`config.mk`:
```
export PLATFORM = sky130hd
export DESIGN_NAME = if_fetch_unit
export DESIGN_NICKNAME = d
export VERILOG_FILES = /design/src/rtl/if_fetch_unit.sv
export SDC_FILE = /design/constraint.sdc
export NUM_CORES = 1
export LEC_CHECK = 0
export ABC_AREA = 1
export CAP_MARGIN = 30
export CORE_AREA = 2 2 141 143
export DETAILED_ROUTE_END_ITERATION = 10
export DIE_AREA = 0 0 143 145
export MAX_ROUTING_LAYER = met4
export SLEW_MARGIN = 5
export SYNTH_ARGS = -nofsm -noshare
export SYNTH_HDL_FRONTEND = slang
export SYNTH_SLANG_ARGS = --single-unit
```
`constraint.sdc`:
```
create_clock -name CLK -period 2.6 [get_ports CLK]
set_input_delay 0.52 -clock CLK [delete_from_list [all_inputs] [get_ports CLK]]
set_output_delay 0.52 -clock CLK [all_outputs]
set_load 0.05 [all_outputs]
```
`src/rtl/if_fetch_unit.sv`:
```
// if_fetch_unit: instruction-fetch stage owning the PC and the imem req/ready handshake,
// producing the IF/ID instruction word, PC+4 and address-error exception code.
module if_fetch_unit #(
    parameter logic [31:0] RESET_PC = 32'h0000_3000,
    parameter logic [31:0] EXC_PC   = 32'h0000_4180,
    parameter logic [31:0] IMEM_LO  = 32'h0000_3000,
    parameter logic [31:0] IMEM_HI  = 32'h0000_6FFC
) (
    input  logic        CLK,
    input  logic        reset,
    input  logic        FREEZE,
    input  logic        redirect_valid,
    input  logic [31:0] redirect_pc,
    input  logic        exc_req,
    input  logic        eret_req,
    input  logic [31:0] epc_in,
    output logic        imem_req,
    output logic [31:0] imem_addr,
    input  logic [31:0] imem_rdata,
    input  logic        imem_ready,
    output logic [31:0] out_IR,
    output logic [31:0] out_PCp4,
    output logic [4:0]  out_X,
    output logic        fetch_busy
);
    typedef enum logic {FETCH, HOLD} state_t;

    state_t      state_q, state_d;
    logic [31:0] pc_q, pc_d;
    logic [31:0] hold_ir_q, hold_ir_d;
    logic        bad, flush, fetching, done;
    logic [31:0] pc_p4, next_pc;

    always_comb begin
        bad        = (pc_q[1:0] != 2'b00) | (pc_q < IMEM_LO) | (pc_q > IMEM_HI);
        flush      = exc_req | eret_req;
        pc_p4      = pc_q + 32'd4;
        next_pc    = redirect_valid ? redirect_pc : pc_p4;
        fetching   = !flush && state_q == FETCH && !bad;
        done       = fetching && imem_ready;
        imem_req   = fetching;
        imem_addr  = pc_q;
        fetch_busy = fetching && !imem_ready;
        out_PCp4   = pc_p4;
        out_X      = (!flush && state_q == FETCH && bad) ? 5'd4 : 5'd0;
        out_IR     = flush ? 32'd0 : state_q == HOLD ? hold_ir_q : done ? imem_rdata : 32'd0;
    end

    // A completed fetch under FREEZE parks the word in hold_ir instead of re-fetching.
    always_comb begin
        pc_d      = pc_q;
        state_d   = state_q;
        hold_ir_d = hold_ir_q;
        if (exc_req) begin
            pc_d    = EXC_PC;
            state_d = FETCH;
        end else if (eret_req) begin
            pc_d    = epc_in;
            state_d = FETCH;
        end else if (state_q == HOLD) begin
            pc_d    = FREEZE ? pc_q : next_pc;
            state_d = FREEZE ? HOLD : FETCH;
        end else if (bad) begin
            pc_d    = FREEZE ? pc_q : next_pc;
        end else if (imem_ready) begin
            pc_d      = FREEZE ? pc_q : next_pc;
            state_d   = FREEZE ? HOLD : FETCH;
            hold_ir_d = FREEZE ? imem_rdata : hold_ir_q;
        end
    end

    always_ff @(posedge CLK) begin
        if (reset) begin
            pc_q      <= RESET_PC;
            state_q   <= FETCH;
            hold_ir_q <= 32'd0;
        end else begin
            pc_q      <= pc_d;
            state_q   <= state_d;
            hold_ir_q <= hold_ir_d;
        end
    end
endmodule
```
== After elaboration in Yosys (flattened, before gate mapping) ==
Cells that the tools add are included.

* Latch bits: 0
* Register bits: 65
* Memories kept: 0
* Logic and storage cells: 43
* Memory bits (read-only): 0
* Output and inout port bits: 103
* Bits in writable memories: 0

* $add $sub $neg: 1
* Div/mod/pow operators: 0
* Reductions and logical operators: 14
* Bitwise operators: 7
* Equal/unequal tests: 0
* Shift-type cells: 0
* Muxes and demuxes: 15
* $lt $le $gt $ge: 2
* $mul: 0

{| class="wikitable"
|+ Operators with widths
! operator !! count
|-
| $mux W32 || 9
|-
| $add A32 B3 Y32 const B || 1
|-
| $gt A32 B15 Y1 const B || 1
|-
| $lt A32 B14 Y1 const B || 1
|-
| $mux W15 || 1
|-
| $reduce_and A6 Y1 || 1
|-
| $logic_and A1 B1 Y1 || 5
|-
| $reduce_bool A5 Y1 || 1
|-
| $mux W1 || 4
|-
| $not A1 Y1 || 4
|-
| $reduce_bool A4 Y1 || 1
|-
| $logic_not A1 Y1 || 3
|-
| $mux W3 || 1
|-
| $or A1 B1 Y1 || 3
|-
| $reduce_or A3 Y1 || 1
|-
| $reduce_bool A2 Y1 || 1
|-
| $reduce_or A2 Y1 || 1
|}

== Depth between registers and ports, before layout ==
* Depth after elaboration: 9
* Depth in mapped cells: 11
* Gate-level depth less buffers: 11

== Least setup slack after synthesis ==
No wires, ideal clock.

* Kind: flip-flop to output port
* From: register pc_q[12] (netlist: imem_addr[12])
* To: output out_IR[22]
* Data arrival time: 2,598 ps
* Path slack: -518 ps
* Buffers on the path: 1
* Cell stages (with the launch flop): 8
* Cells stage by stage: dfxtp_1 > nand2_1 > nand2_1 > nand3_2 > nor3_4 > buf_2 > nand3_1 > a21oi_1

* Word-level cells in the longest chain between the ends: 9
* Elaborated cells on any way between the ends: 10
* Classes of those cells: 2 x order compare; 3 x mux; 2 x bitwise; 3 x reduce/logical

{| class="wikitable"
|+ RTL lines
! element !! line !! text
|-
| from (decl) || 29 || <nowiki>logic [31:0] pc_q, pc_d;</nowiki>
|-
| from (signal assigned) || 78 || <nowiki>pc_q <= pc_d;</nowiki>
|-
| $lt A32 B14 Y1 || 35 || <nowiki>bad = (pc_q[1:0] != 2'b00) | (pc_q < IMEM_LO) | (pc_q > IMEM_HI);</nowiki>
|-
| $or A1 B1 Y1 || 35 ||
|-
| $or A1 B1 Y1 * || 35 ||
|-
| $logic_not A1 Y1 * || 39 || <nowiki>fetching = !flush && state_q == FETCH && !bad;</nowiki>
|-
| $logic_and A1 B1 Y1 * || 39 ||
|-
| via imem_req || 17 || <nowiki>output logic imem_req,</nowiki>
|-
| $logic_and A1 B1 Y1 * || 40 || <nowiki>done = fetching && imem_ready;</nowiki>
|-
| $mux W32 * (3 in series) || 46 || <nowiki>out_IR = flush ? 32'd0 : state_q == HOLD ? hold_ir_q : done ? imem_rdata : 32'd0;</nowiki>
|-
| to (decl) || 21 || <nowiki>output logic [31:0] out_IR,</nowiki>
|}

Mark *: on every way through the listed nets, which the timed path passes. The rest lies on a longest branch.

== Worst setup path in the final report ==
* From: register pc_q[24] (netlist: imem_addr[24])
* To: output out_IR[17]

* Word-level cells in the longest chain between the ends: 9
* Elaborated cells on any way between the ends: 10
* Classes of those cells: 2 x order compare; 3 x mux; 2 x bitwise; 3 x reduce/logical

{| class="wikitable"
|+ RTL lines
! element !! line
|-
| $lt A32 B14 Y1 || 35
|-
| $or A1 B1 Y1 || 35
|-
| $or A1 B1 Y1 * || 35
|-
| $logic_not A1 Y1 * || 39
|-
| $logic_and A1 B1 Y1 * || 39
|-
| $logic_and A1 B1 Y1 * || 40
|-
| $mux W32 * (3 in series) || 46
|}

Every way passes the cells marked *; elsewhere a longest branch is shown, timed or not.

==> summary.md <==
| Metric | Value |
|---|---|
| Sequential fraction of the synthesis area | `0.2654` |
| Final wirelength | `19800 µm` |
| Share of layout cells above drive strength 1 | `0.1933` |
| CTS tree | `built` |
| Cells along the critical path | `nor2_1 > nand2_1 > nor2_2 > nand2_2 > nor3_4 > buf_6 > bufbuf_16 > nand3_2 > a21oi_4 > buf_12` |
| Psw | `1089 µW` |
| Final max-slew violation count | `0` |
| Lkg Pwr | `0.003630 µW` |
| Dpl hpwl | `14800 µm` |
| DR vias/cell | `4.529` |
| Startpoint Class | `register` |
| Flop pwr share | `0.331` |
| Die H | `145 µm` |
| Hold buffers post-CTS | `0` |
| Initial core utilization | `0.2552` |
| Placed Area | `8182 µm²` |
| PD cells | `365.5 nW/µm²` |
| Worst setup EP type | `output port` |
| P_int | `2153 µW` |
| Peak supply drop | `0.0002796 V` |
| Cells after synthesis | `917` |
| DR DRC count | `0` |
| Antenna violations before repair | `1` |
| Clock root buffer | `clkbuf_16` |
| First-pass GRT wire length | `31170 µm` |
| Syn Area/Cell | `5.346 µm²` |
| Area grow syn2layout | `80.96%` |
| CTS H-Tree Depth | `3` |
| Met2 Track Usage GR | `0.3179` |
| Total power | `3242 µW` |
| Crit path kind | `reg -> out` |
| Largest net degree at the start of global routing | `48` |
| Hold Path Class | `reg -> reg` |
| Final WS setup | `-0.03261 ns` |
| Crit share post-route | `1.013` |
| Post-route antenna net violation count | `0` |
| Skew final | `0.005646 ns` |
| GR met3 Demand/Resource | `0.04950` |
| Failing checks | `setup timing` |
| Fmax | `379.9 MHz` |
| Max stage delay on crit path | `0.37 ns` |
| Rel. slew slack | `0.3676` |
| Fin area | `8871 µm²` |
| IO Port Bufs | `201` |
| GRT Util Overall | `0.1953` |
| Placeable Area | `19210 µm²` |
| Max-cap violations | `0` |
| Max Buffers Root-to-Sink | `2` |
| Switch share | `0.3360` |
| DRT Pass-1 Iters | `4` |
| Critical path arrival | `2.11 ns` |
| Setup slack after placement | `-0.2721 ns` |
| Routed len/inst | `14.20 µm` |
| Worst path slowest cell | `dfxtp_1` |
| Die ar. | `20740 µm²` |
| Total grt overflow | `0` |
| #FFs+latches synth | `65` |
| Reg-to-reg setup timing slack | `0.63 ns` |
| GRT busiest layer | `met2` |
| Final Critical Period | `2.633 ns` |
| Combinational power share | `0.320` |
| Num CTS Buffers | `9` |
| # nets final | `1229` |
| Final setup fails | `17` |
| GPL Wtd Cong | `0.8600` |
| CP max FO | `7` |
| Routing usage on met1 | `0.2381` |
| Actual slew at the worst max-slew pin | `0.9476 ns` |
| Critical path required time | `2.08 ns` |
| Post-Synthesis Cell Area | `4902 µm²` |
| Number of warnings issued by yosys | `0` |
| Rows | `51` |
| Outcome | `complete, but fails checks` |
| Final hold vios | `0` |
| Worst skew pair latency | `0.34 ns` |
| I/O pins | `206` |
| RSZ-0062 raised after global routing | `true` |
| DR vias | `6314` |
| Initial DRC count | `335` |
| Clock Pin Slew Worst Setup and Hold Paths | `0.06 ns` |
| Width of the chip | `143 µm` |
| Yosys cell types | `30` |
| Clk sinks | `65` |
| Clock power frac | `0.349` |
| Vias in the first global route | `6048` |
[path summary, 6_finish.rpt]
| check | startpoint | to | depth (start not counted) |
|---|---|---|---|
| setup reg to reg | imem_addr[24] | hold_ir_q[11] | 11 |
| hold reg to reg | hold_ir_q[15] | hold_ir_q[15] | 4 |
| setup / recovery | imem_addr[24] | out_IR[17] | 10 |
| hold / removal | hold_ir_q[15] | hold_ir_q[15] | 4 |
[cells by family (layout without fill, tap and decap cells)]
group / after synthesis / count (layout) / synth area share
flip-flops: 65 / 65 / 0.2654
XOR/XNOR: 6 / 6 / 0.01072
AND/OR/NAND/NOR: 566 / 566 / 0.4694
AO/OA/AOI/OAI: 106 / 106 / 0.1113
buffers and inverters: 172 / 380 / 0.1399
other: 1 / 5 / 0.0007650
adder cells (fa/ha/maj): 1 / 1 / 0.002552
[timing repair]
item                                    in CTS  in global routing
setup buffers                                4                  3
cloned                                       2                  0
pin swaps                                   16                 24
endpoints found under the setup margin      42                 50
resized for setup                           35                 50
[per-stage QoR]
stage	util	instances	hold WS (ns)	TNS, ns
final	0.4619	1394	0.5088	-0.3814
after global routing	0.4619	1394	0.5282	-3.438
after CTS	0.4510	1390	0.5126	-0.8213
after detailed placement	0.4260	1370	0.5033	-6.527
after global placement	0.4260	1370	0.4963	-7.162
after floorplan	-	920	0.4874	-0.1103
[cell usage in the layout, fill, tap and decap left out, drive strengths merged, types with 2 or more instances in the layout]
master,instances
a21oi,50
conb,4
xnor2,2
dfxtp,65
or2,2
o21ai,51
nor3,3
clkdlybuf4s50,137
clkbuf,14
inv,123
buf,102
xor2,4
a22oi,3
and2,2
a32oi,2
nand2,280
nand3,88
nand4,3
nor2,186
[area by class of cell]
cell class / instances / area [µm²]
diodes: 1 / 2.502
clock buffers: 14 / 264.0
fillers: 1937 / 10340
inverters: 124 / 465.4
multi-input cells: 683 / 3491
flip-flops and latches: 65 / 1339
well taps: 265 / 331.6
repair buffers: 242 / 2978
[worst max-delay path: cells and delay by family (launching register included)]
family,cells,cell delay (ns)
AND/OR/NAND/NOR,6,0.68
buffers and inverters,3,0.56
flip-flops,1,0.37
AO/OA/AOI/OAI,1,0.16
[cell usage after synthesis, drive strengths merged]
cell type | n | area share
nand3b | 1 | 0.0015
a32oi | 2 | 0.0036
xnor2 | 2 | 0.0036
nor3 | 3 | 0.0054
and2 | 2 | 0.0026
nand3 | 88 | 0.093
buf | 22 | 0.025
conb | 1 | 0.00076
nand4 | 3 | 0.0038
a22oi | 3 | 0.0046
o21ai | 51 | 0.052
or2 | 2 | 0.0026
nor2 | 186 | 0.14
inv | 124 | 0.095
ha | 1 | 0.0026
a21oi | 50 | 0.051
clkbuf | 26 | 0.020
nand2 | 280 | 0.21
nor4 | 1 | 0.0013
dfxtp | 65 | 0.27
xor2 | 4 | 0.0071
[layer usage]
metal	up-vias	routed length, µm
li1	3234	-
met1	2854	8677
met2	205	9391
met3	21	1406
met4	0	323
met5	-	0
[power by group through the flow]
stage	logic [µW]	registers, µW	clock network, µW
after CTS	1030	1070	1160
after floorplan	445	1180	0
after global placement	997	1090	0
after global routing	1120	1080	1210
after detailed placement	1000	1090	0
final	1040	1070	1130
(Power assumes the default switching activity.)
